File: config.mk
export PLATFORM = sky130hd
export DESIGN_NAME = gtxe2_chnl_rx_oob
export DESIGN_NICKNAME = d
export VERILOG_FILES = /design/src/rtl/gtxe2_chnl_oob_pkg.sv /design/src/rtl/gtxe2_chnl_rx_oob_classify.sv /design/src/rtl/gtxe2_chnl_rx_oob.sv
export SDC_FILE = /design/constraint.sdc
export NUM_CORES = 1
export LEC_CHECK = 0
export BUFFER_PORTS_ARGS = -buffer_cell sky130_fd_sc_hd__buf_2
export CORE_ASPECT_RATIO = 1.4
export CORE_MARGIN = 2
export CORE_UTILIZATION = 60
export CTS_CLUSTER_SIZE = 25
export DETAILED_ROUTE_END_ITERATION = 8
export PLACE_DENSITY = 0.89
export SYNTH_ARGS = -nofsm -noshare
export SYNTH_HDL_FRONTEND = slang
export SYNTH_SLANG_ARGS = --single-unit
File: constraint.sdc
create_clock -name clk -period 3 [get_ports clk]
set_clock_uncertainty 0.2 [all_clocks]
set_input_delay 0.15 -clock clk [delete_from_list [all_inputs] [get_ports clk]]
set_output_delay 0.15 -clock clk [all_outputs]
set_load 0.02 [all_outputs]
File: src/rtl/gtxe2_chnl_oob_pkg.sv
// Shared OOB timing constants and sequence-class encoding for the GTXE2 channel
// TX and RX out-of-band blocks.
package gtxe2_chnl_oob_pkg;

  localparam int OOB_BURST_LEN    = 8;
  localparam int OOB_WAKE_GAP_LEN = 8;
  localparam int OOB_INIT_GAP_LEN = 24;

  typedef enum logic [1:0] {
    CLS_NONE = 2'd0,
    CLS_INIT = 2'd1,
    CLS_WAKE = 2'd2
  } oob_cls_t;

  // Every supported CPLL VCO setting yields the same OOB cycle counts.
  function automatic int burst_len_mult(input string cfg);
    if (cfg == "VCO_3000MHZ") begin
      burst_len_mult = 1;
    end else if (cfg == "VCO_2500MHZ") begin
      burst_len_mult = 1;
    end else begin
      burst_len_mult = 1;
    end
  endfunction

endpackage

File: src/rtl/gtxe2_chnl_rx_oob_classify.sv
// Combinational window decode of the RX OOB length counter: burst acceptance
// and wake / init gap classification.
module gtxe2_chnl_rx_oob_classify
  import gtxe2_chnl_oob_pkg::*;
#(
  parameter int OOB_TOL      = 2,
  parameter int OOB_INIT_TOL = 4,
  parameter int LEN_MULT     = 1
) (
  input  logic [5:0] len_cnt,
  output logic       is_wake,
  output logic       is_init,
  output logic       burst_ok
);

  localparam logic [5:0] BURST_MIN = 6'(OOB_BURST_LEN * LEN_MULT - OOB_TOL);
  localparam logic [5:0] BURST_MAX = 6'(OOB_BURST_LEN * LEN_MULT + OOB_TOL);
  localparam logic [5:0] WAKE_MIN  = 6'(OOB_WAKE_GAP_LEN * LEN_MULT - OOB_TOL);
  localparam logic [5:0] WAKE_MAX  = 6'(OOB_WAKE_GAP_LEN * LEN_MULT + OOB_TOL);
  localparam logic [5:0] INIT_MIN  = 6'(OOB_INIT_GAP_LEN * LEN_MULT - OOB_INIT_TOL);
  localparam logic [5:0] INIT_MAX  = 6'(OOB_INIT_GAP_LEN * LEN_MULT + OOB_INIT_TOL);

  always_comb begin
    burst_ok = (len_cnt >= BURST_MIN) && (len_cnt <= BURST_MAX);
    is_wake  = (len_cnt >= WAKE_MIN)  && (len_cnt <= WAKE_MAX);
    is_init  = (len_cnt >= INIT_MIN)  && (len_cnt <= INIT_MAX);
  end

endmodule

File: src/rtl/gtxe2_chnl_rx_oob.sv
// RX OOB detector: measures burst/gap lengths of the squelch idle indication and
// pulses RXCOMINITDET / RXCOMWAKEDET once a full, cleanly terminated sequence is seen.
module gtxe2_chnl_rx_oob
  import gtxe2_chnl_oob_pkg::*;
#(
  parameter logic [3:0] SATA_BURST_SEQ_LEN = 4'b0101,
  parameter string      SATA_CPLL_CFG      = "VCO_3000MHZ",
  parameter int         OOB_TOL            = 2,
  parameter int         OOB_INIT_TOL       = 4
) (
  input  logic clk,
  input  logic reset,
  input  logic idle_in,
  output logic RXCOMINITDET,
  output logic RXCOMWAKEDET,
  output logic oob_busy
);

  localparam int         LEN_MULT  = burst_len_mult(SATA_CPLL_CFG);
  localparam logic [5:0] BURST_MAX = 6'(OOB_BURST_LEN * LEN_MULT + OOB_TOL);
  localparam logic [5:0] INIT_MAX  = 6'(OOB_INIT_GAP_LEN * LEN_MULT + OOB_INIT_TOL);
  localparam logic [5:0] WAKE_END  = 6'(OOB_WAKE_GAP_LEN * LEN_MULT + OOB_TOL + 1);
  localparam logic [5:0] INIT_END  = 6'(OOB_INIT_GAP_LEN * LEN_MULT + OOB_INIT_TOL + 1);

  typedef enum logic [1:0] {
    ST_IDLE  = 2'd0,
    ST_BURST = 2'd1,
    ST_GAP   = 2'd2
  } state_t;

  state_t     state;
  oob_cls_t   cls;
  oob_cls_t   gap_cls;
  logic [5:0] len_cnt;
  logic [5:0] len_inc;
  logic [5:0] gap_end;
  logic [3:0] bursts;
  logic       is_wake;
  logic       is_init;
  logic       burst_ok;
  logic       gap_ok;

  gtxe2_chnl_rx_oob_classify #(
    .OOB_TOL      (OOB_TOL),
    .OOB_INIT_TOL (OOB_INIT_TOL),
    .LEN_MULT     (LEN_MULT)
  ) u_classify (
    .len_cnt  (len_cnt),
    .is_wake  (is_wake),
    .is_init  (is_init),
    .burst_ok (burst_ok)
  );

  always_comb begin
    len_inc = (len_cnt == 6'd63) ? 6'd63 : len_cnt + 6'd1;
    gap_end = (cls == CLS_WAKE) ? WAKE_END : INIT_END;
    if (is_wake) begin
      gap_cls = CLS_WAKE;
    end else if (is_init) begin
      gap_cls = CLS_INIT;
    end else begin
      gap_cls = CLS_NONE;
    end
    // A gap extends the candidate only if it matches the class already locked in.
    gap_ok = (gap_cls != CLS_NONE) && ((cls == CLS_NONE) || (gap_cls == cls))
             && (bursts < SATA_BURST_SEQ_LEN);
  end

  always_ff @(posedge clk or posedge reset) begin
    if (reset) begin
      state        <= ST_IDLE;
      cls          <= CLS_NONE;
      len_cnt      <= 6'd0;
      bursts       <= 4'd0;
      RXCOMINITDET <= 1'b0;
      RXCOMWAKEDET <= 1'b0;
      oob_busy     <= 1'b0;
    end else begin
      RXCOMINITDET <= 1'b0;
      RXCOMWAKEDET <= 1'b0;
      case (state)
        ST_IDLE: begin
          if (!idle_in) begin
            state    <= ST_BURST;
            len_cnt  <= 6'd1;
            bursts   <= 4'd0;
            cls      <= CLS_NONE;
            oob_busy <= 1'b1;
          end
        end
        ST_BURST: begin
          if (!idle_in) begin
            if (len_cnt >= BURST_MAX) begin
              state    <= ST_IDLE;
              oob_busy <= 1'b0;
            end else begin
              len_cnt <= len_inc;
            end
          end else if (burst_ok) begin
            state   <= ST_GAP;
            bursts  <= bursts + 4'd1;
            len_cnt <= 6'd1;
          end else begin
            state    <= ST_IDLE;
            oob_busy <= 1'b0;
          end
        end
        ST_GAP: begin
          if (idle_in) begin
            len_cnt <= len_inc;
            if ((bursts == SATA_BURST_SEQ_LEN) && (len_inc == gap_end)) begin
              RXCOMINITDET <= (cls == CLS_INIT);
              RXCOMWAKEDET <= (cls == CLS_WAKE);
              state        <= ST_IDLE;
              oob_busy     <= 1'b0;
            end else if ((bursts < SATA_BURST_SEQ_LEN) && (len_inc > INIT_MAX)) begin
              state    <= ST_IDLE;
              oob_busy <= 1'b0;
            end
          end else begin
            // Either way the new burst is counted; a rejected gap starts a fresh candidate.
            state   <= ST_BURST;
            len_cnt <= 6'd1;
            if (gap_ok) begin
              cls <= gap_cls;
            end else begin
              bursts <= 4'd0;
              cls    <= CLS_NONE;
            end
          end
        end
        default: begin
          state    <= ST_IDLE;
          oob_busy <= 1'b0;
        end
      endcase
    end
  end

endmodule
Word level (Yosys, flattened, before mapping)
Index checks and enable logic that the tools add are counted.
{"block": "op_classes", "mux": 42, "n_eq_ne": 20, "magnitude_cmp": 7, "n_reduce_logical": 17, "addsub": 2}
{"op": "$mux 6", "count": 6}
{"op": "$mux 2", "count": 11}
{"op": "$mux 4", "count": 5}
{"op": "$pmux 6 s3", "count": 1}
{"op": "$ne 3x3->1 const B", "count": 5}
{"op": "$mux 1", "count": 14}
{"op": "$ne 2x2->1 const B", "count": 6}
{"op": "$pmux 4 s3", "count": 1}
{"op": "$add 6x1->6 const B", "count": 1}
{"op": "$eq 6x5->1", "count": 1}
{"op": "$eq 6x6->1 const B", "count": 1}
{"op": "$ge 6x3->1 const B", "count": 1}
{"op": "$ge 6x4->1 const B", "count": 1}
{"op": "$ge 6x5->1 const B", "count": 1}
{"op": "$gt 6x5->1 const B", "count": 1}
{"op": "$le 6x4->1 const B", "count": 1}
{"op": "$le 6x5->1 const B", "count": 1}
{"op": "$logic_and 1x1->1", "count": 6}
{"op": "$pmux 2 s3", "count": 1}
{"op": "$reduce_and 3->1", "count": 2}
{"op": "$reduce_and 6->1", "count": 1}
{"op": "$mux 5", "count": 1}
{"op": "$reduce_and 5->1", "count": 1}
{"op": "$add 4x1->4 const B", "count": 1}
{"op": "other kinds (13)", "count": 17}
{"block": "totals", "inputBits": 3, "output_inout_bits": 3, "ff_bits": 17, "elab_cells": 95}

Depth between registers and ports, before layout
Gate-level depths: netlist of run 1.
{"block": "depth", "depth_word": 11, "ltp_mapped": 9, "ltp_nobuf": 8}

Modules after synthesis
A second synthesis of run 1 with hierarchy kept.
{"block": "hier_totals", "hier_cells": 143, "hier_area_um2": 1275.0}
{"mod": "gtxe2_chnl_rx_oob", "cells_per_inst": 135, "n_inst": 1, "area_each_um2": 1206.2, "seq_area_each_um2": 425.4}
{"mod": "gtxe2_chnl_rx_oob_classify", "cells_per_inst": 8, "n_inst": 1, "area_each_um2": 68.8, "seq_area_each_um2": 0.0}

Least setup slack after synthesis of run 1
OpenSTA, ideal clock, no wires.
{"block": "synth_timing", "path_type": "register to register", "start": "register len_cnt[1]", "end": "register state[0]", "required_time_ns": 2.672, "arrival_time_ns": 2.205, "period_less_slack_ns": 2.532, "setup_slack_ns": 0.468, "setup_ns": 0.128, "path_buffers": 0, "stages_incl_launch_ff": 8, "path_cell_list": "dfrtp_1 ha_1 and3_1 mux2i_1 mux2i_1 nor4b_4 o31ai_2 mux2_1"}
{"block": "synth_between", "elab_chain_cells": 7, "word_cells_on_any_way": 14, "classes_between": "add/sub (1); order compare (2); eq/ne (4); mux (4); reduce/logical (3)"}
{"item": "start: declaration", "line": "gtxe2_chnl_rx_oob.sv:34", "source": "logic [5:0] len_cnt;"}
{"item": "start signal: assignment", "line": "gtxe2_chnl_rx_oob.sv:97", "source": "len_cnt <= len_inc;"}
{"item": "start signal: assignment", "line": "gtxe2_chnl_rx_oob.sv:110", "source": "len_cnt <= len_inc;"}
{"item": "parallel branches: the longest is 7 deep, another holds $add 6x1->6"}
{"item": "end signal: assignment", "line": "gtxe2_chnl_rx_oob.sv:84", "source": "state <= ST_BURST;"}
{"item": "end signal: assignment", "line": "gtxe2_chnl_rx_oob.sv:114", "source": "state <= ST_IDLE;"}
{"item": "end signal: assignment", "line": "gtxe2_chnl_rx_oob.sv:117", "source": "state <= ST_IDLE;"}
{"item": "end: declaration", "line": "gtxe2_chnl_rx_oob.sv:31", "source": "state_t state;"}
Parallel ways; which one is timed is not known.
A chain may end at the register's enable or synchronous reset.

Worst setup path in the final report of run 1
Ends and elaborated chain as after synthesis.

==> out/qor.yml, run 1 <==
vias_per_cell: 6.67
area_delta_synth_final_pct: 2.74
syn_nets: 159
drtPass1Iterations: 4
synth.avg_cell_area_um2: 9.08
dieArea_um2: 2610
dpl-instance-area_um2: 1320
yosys_warnings: 0
fin_crit_sh_pct: 92.7
layout_commonest_cell: "dfrtp_1"
internal_power_mw: 0.478
worstReg2RegStart: "len_cnt[1]"
initial_utilization_pct: 62.4
grt_pass1_wl_um: 4820
worst_hold_slack_ps: 22.0
rsz0062_at_grt: "false"
vdd_drop_max_mv: 0.440
powerDensity_nw_per_um2: 648
routedWlPerCell_um: 17.3
antenna_found_initial: 0
synth_flop_cell: "dfrtp_1"
antenna_cells: 0
portBuffers: 5
crit_start: "len_cnt[1]"
worstSkewPairLatency_ps: 310
fmax_mhz: 360
root_buffer: "clkbuf_4"
start_kind: "flip-flop"
total_power_mw: 0.883
synthArstFlopShare_pct: 100
worstMarginPinSlew_ps: 669
critPathKind: "flip-flop to flip-flop"
busiest_layer: "met2"
route.detailed.drc: 0
layout_common_cells: "17 x dfrtp_1, 13 x inv_1, 13 x nand2_1"
maxSlewViolCount: 0
ios: 6
tritoncts: "built"
ff2ff_setup_slack_ps: 220
cts-buffers-inserted: 3
cts_htree_levels: 1
rows: 20
grt_use_met3_pct: 2.44
ys_seq_area_share_pct: 32.1
routed_wl_um: 2960
fp.dieH_um: 59.6
min-delay-start: "idle_in"
grt.total_usage_pct: 25.1
overflow: 0
drive_above_1_share_pct: 13.4
fillers: 163
finalSetupViolations: 0
cts_setup_buffers: 0
route.vias.total: 1140
relSlewSlack_pct: 55.3
p_comb_share_pct: 45.3
routabilityCongestion: 0.914
core_um2: 2130
grtUsageMet2_pct: 43.5
required_ps: 3000
synth-edff-count: 0
p_leak_nw: 0.604
cts_sinks: 17
clk_pin_slew_ps: 120
hold_class: "input port to flip-flop"
hpwl_um: 2100
design_area_um2: 1360
crit_fanout: 10
drt_iter0_drc: 47
antenna_left: 0
switchingPower_mw: 0.405
nNetsFinal: 163
syn-cell-area_um2: 1330
ys_ff_latch: 17
synth.distinct_cells: 45
cp.arrival_ps: 2780
grt_pass1_vias: 1061
swShare_pct: 45.8
tns_ps: 0
end_kind: "flip-flop"
period_minus_slack_ps: 2780
finalHoldViolations: 0
p_clk_share_pct: 15.5
maxCapViolCount: 0
grt_max_degree: 18
clockBufferDepth: 2
ctsHoldBuffers: 1
cts_resized: 0
grt.met1_usage_pct: 28.5
synth_cells: 146
seqPwrFrac_pct: 39.1
status: "completed"
die_width_um: 43.7
==> worst max-delay path, stage by stage (launching register included) <==
cell,delay (ps)
dfrtp_1,540
ha_1,330
and3_1,240
mux2i_1,280
mux2i_1,320
nor4b_4,100
o31ai_2,310
mux2_1,350
==> synth_stat cells, drive strengths merged (4+ instances only) <==
cell type	instances	area, um2
nand2	13	48.8
mux2	4	45.0
buf	4	25.0
o21ai	9	48.8
dfrtp	17	425
inv	13	48.8
nand3	6	35.0
a21oi	8	40.0
and3	6	40.0
ha	10	125
mux2i	5	50.1
nor2	4	15.0
a31oi	7	43.8
==> flip-flops by register name (all words and copies together) (netlist names) <==
register      flops
RXCOMWAKEDET      1
bursts            4
cls               2
RXCOMINITDET      1
state             2
len_cnt           6
oob_busy          1
==> cell type report <==
| class | count | area (um2) | share of cell area, % |
|---|---|---|---|
| Sequential cell | 17 | 425 | 31.2 |
| Tap cell | 22 | 27.5 | 2.02 |
| Clock buffer | 3 | 22.5 | 1.65 |
| Clock inverter | 1 | 7.51 | 0.551 |
| Multi-Input combinational cell | 109 | 796 | 58.4 |
| Timing Repair Buffer | 6 | 35.0 | 2.57 |
| Inverter | 13 | 48.8 | 3.58 |
==> power groups by stage <==
stage / logic (mW) / clock network [mW] / registers (mW)
5_1_grt: 0.436 / 0.147 / 0.353
2_1_floorplan: 0.314 / 0 / 0.331
6_report: 0.400 / 0.137 / 0.345
4_1_cts: 0.393 / 0.138 / 0.342
3_3_place_gp: 0.374 / 0 / 0.341
3_5_place_dp: 0.385 / 0 / 0.347
==> per-stage QoR <==
step | worst slack (ps) | utilization (%) | cells
CTS | 243 | 64.1 | 171
floorplan | 468 | - | 146
global placement | 349 | 62.2 | 166
finish | 220 | 64.1 | 171
detailed placement | 261 | 62.2 | 166
global route | 47.1 | 64.1 | 171
==> cells by family after synthesis <==
kind of cell | after synthesis | synth area share (%)
flops | 17 | 32.1
compound gates | 42 | 21.0
simple gates | 47 | 21.7
fa+ha+maj | 10 | 9.43
xor+xnor | 1 | 0.660
mux | 9 | 7.17
buf+inv | 20 | 7.92
==> routing by layer <==
| metal | routed length [um] | vias to the layer above | part of all wire [%] |
|---|---|---|---|
| met3 | 113 | 13 | 3.8 |
| met1 | 1180 | 546 | 40 |
| met2 | 1560 | 46 | 53 |
| met4 | 110 | 0 | 3.7 |
| met5 | 0 | - | 0 |
| li1 | - | 535 | - |
==> final timing paths <==
path	to	depth (start not counted)
setup reg to reg	state[0]	7
hold / removal	RXCOMINITDET	3
min in group asynchronous	bursts[2]	3
max in group asynchronous	len_cnt[3]	3
setup / recovery	state[0]	7
hold reg to reg	oob_busy	1
Note: power is estimated with default switching activity, not from simulation.
==> run 2: changes to the inputs <==
==> constraint.sdc (replaced) <==
create_clock -name clk -period 3 [get_ports clk]
set_clock_uncertainty 0.2 [all_clocks]
set_input_delay 0.6 -clock clk [delete_from_list [all_inputs] [get_ports clk]]
set_output_delay 0.6 -clock clk [all_outputs]
set_load 0.02 [all_outputs]
==> run 2 against run 1 <==
Compared with the run above: die area stayed put; non-clock buffer count decreased by 1; flip-flop and latch count stayed put; worst setup slack improved by 6.2 ps; worst hold slack improved by 150 ps; cell count fell by 0.58%; via count is 1.7% lower; fmax increased by 0.22%; register-to-register slack barely moved; largest cell class unchanged; global-route usage shrank 0.66 points; sequential share of layout area is 0.23 points higher.
==> out/qor.yml, run 2 (synthesis gave the netlist of run 1 again) <==
powerDensity_nw_per_um2: 648
dpl-instance-area_um2: 1320
vias_per_cell: 6.59
dieArea_um2: 2610
critPathKind: "flip-flop to flip-flop"
cpMostUsedCell: "mux2i_1"
hold_class: "input port to asynchronous set/reset pin"
setup_slack_ps: 226
finalHoldViolations: 0
nNetsFinal: 162
crit_buf_inv: 0
root_buffer: "clkbuf_4"
tritoncts: "built"
grt_pass1_wl_um: 4700
rsz0062_at_grt: "false"
portBuffers: 5
antenna_left: 0
finalSetupViolations: 0
drt_iter0_drc: 39
grt_max_degree: 18
register_area_um2: 425
status: "completed"
crit_chain: "ha_1 > and3_1 > mux2i_1 > mux2i_1 > nor4b_4 > o31ai_2 > mux2_1"
ctsHoldBuffers: 0
crit_slowest_cell: "dfrtp_1"
cp.arrival_ps: 2770
multi_input_area_um2: 796
cts-buffers-inserted: 3
routedWlPerCell_um: 16.7
place_inst: 166
drive_above_1_share_pct: 13.5
cts_resized: 0
vdd_drop_max_mv: 0.437
maxSlewViolCount: 0
cp_top_family: "multiplexers"
core_um2: 2130
hpwl_um: 2100
routabilityCongestion: 0.914
cts_htree_levels: 1
crit_fanout: 10
pre_cts_slack_ps: 261
overflow: 0
largest_reg_flops: 6
fmax_mhz: 360
start_kind: "flip-flop"
grt_pass1_vias: 1043
initial_utilization_pct: 62.4
required_ps: 3000
layout_commonest_cell: "dfrtp_1"
slowest_delay_ps: 530
tns_ps: 0
final-instance-count-excl-fill: 170
period_minus_slack_ps: 2770
clockBufferDepth: 2
design_area_um2: 1350
cts_sinks: 17
cts_setup_buffers: 0
relSlewSlack_pct: 54.8
die_width_um: 43.7
worstMarginPinSlew_ps: 678
p_leak_nw: 0.600
fin_crit_sh_pct: 92.5
rows: 20
fillers: 164
layout_common_cells: "17 x dfrtp_1, 13 x inv_1, 13 x nand2_1"
antenna_cells: 0
routed_wl_um: 2840
route.detailed.drc: 0
fp.dieH_um: 59.6
drtPass1Iterations: 4
end_kind: "flip-flop"
route.vias.total: 1121
maxCapViolCount: 0
largestRegisters: "len_cnt (6), bursts (4)"
largest-register: "len_cnt"
ios: 6
antenna_found_initial: 0
clk_pin_slew_ps: 120
total_power_mw: 0.876
area_delta_synth_final_pct: 1.98
grt.total_usage_pct: 24.5
worstSkewPairLatency_ps: 310
run 2: cell count changes in the layout (fill, tap and decap cells not counted), sizes merged:
cell | before | now
dlygate4sd3 | 1 | 0
run 2: cell type report:
class	count	share of cell area [%]
Multi-Input combinational cell	109	58.8
Sequential cell	17	31.5
Clock buffer	3	1.67
Timing Repair Buffer	5	1.85
Inverter	13	3.61
Tap cell	22	2.04
Clock inverter	1	0.555
run 2: power by group:
part           total, mW  leakage, nW  internal [mW]  switching (mW)
Combinational      0.395        0.361          0.152           0.243
Sequential         0.345        0.225          0.274          0.0710
Clock              0.136       0.0139         0.0509          0.0855
Total              0.876        0.600          0.477           0.399
run 2: worst reg2reg max path, delay by kind of cell, from the launching register on:
family,cells,cell delay (ps)
DFF,1,530
muxes,3,970
and+or+nand+nor,2,340
adders and majority gates,1,330
AOI/OAI and AO/OA,1,310
run 2: worst paths after layout:
kind	to	from	slack (ps)	cells after the start
max in group asynchronous	len_cnt[3]	reset	2000	2
setup reg to reg	state[0]	len_cnt[1]	230	7
hold reg to reg	RXCOMINITDET	cls[1]	310	1
min in group clk	RXCOMINITDET	cls[1]	310	1
setup / recovery	state[0]	len_cnt[1]	230	7
hold / removal	bursts[0]	reset	170	2
run 2: layer usage:
layer	up-vias	share of wire, %	wire, um	global-route usage [%]
met3	15	4.1	115	2.44
met5	-	0	0	0
met4	0	4.1	116	16.9
met1	529	40	1140	28.0
met2	45	52	1470	41.8
li1	532	-	-	-
run 2: metrics by stage:
stage	hold WS, ps	util, %
2_1_floorplan	257	-
3_3_place_gp	274	62.2
3_5_place_dp	291	62.2
4_1_cts	190	63.6
5_1_grt	234	63.6
6_report	168	63.6
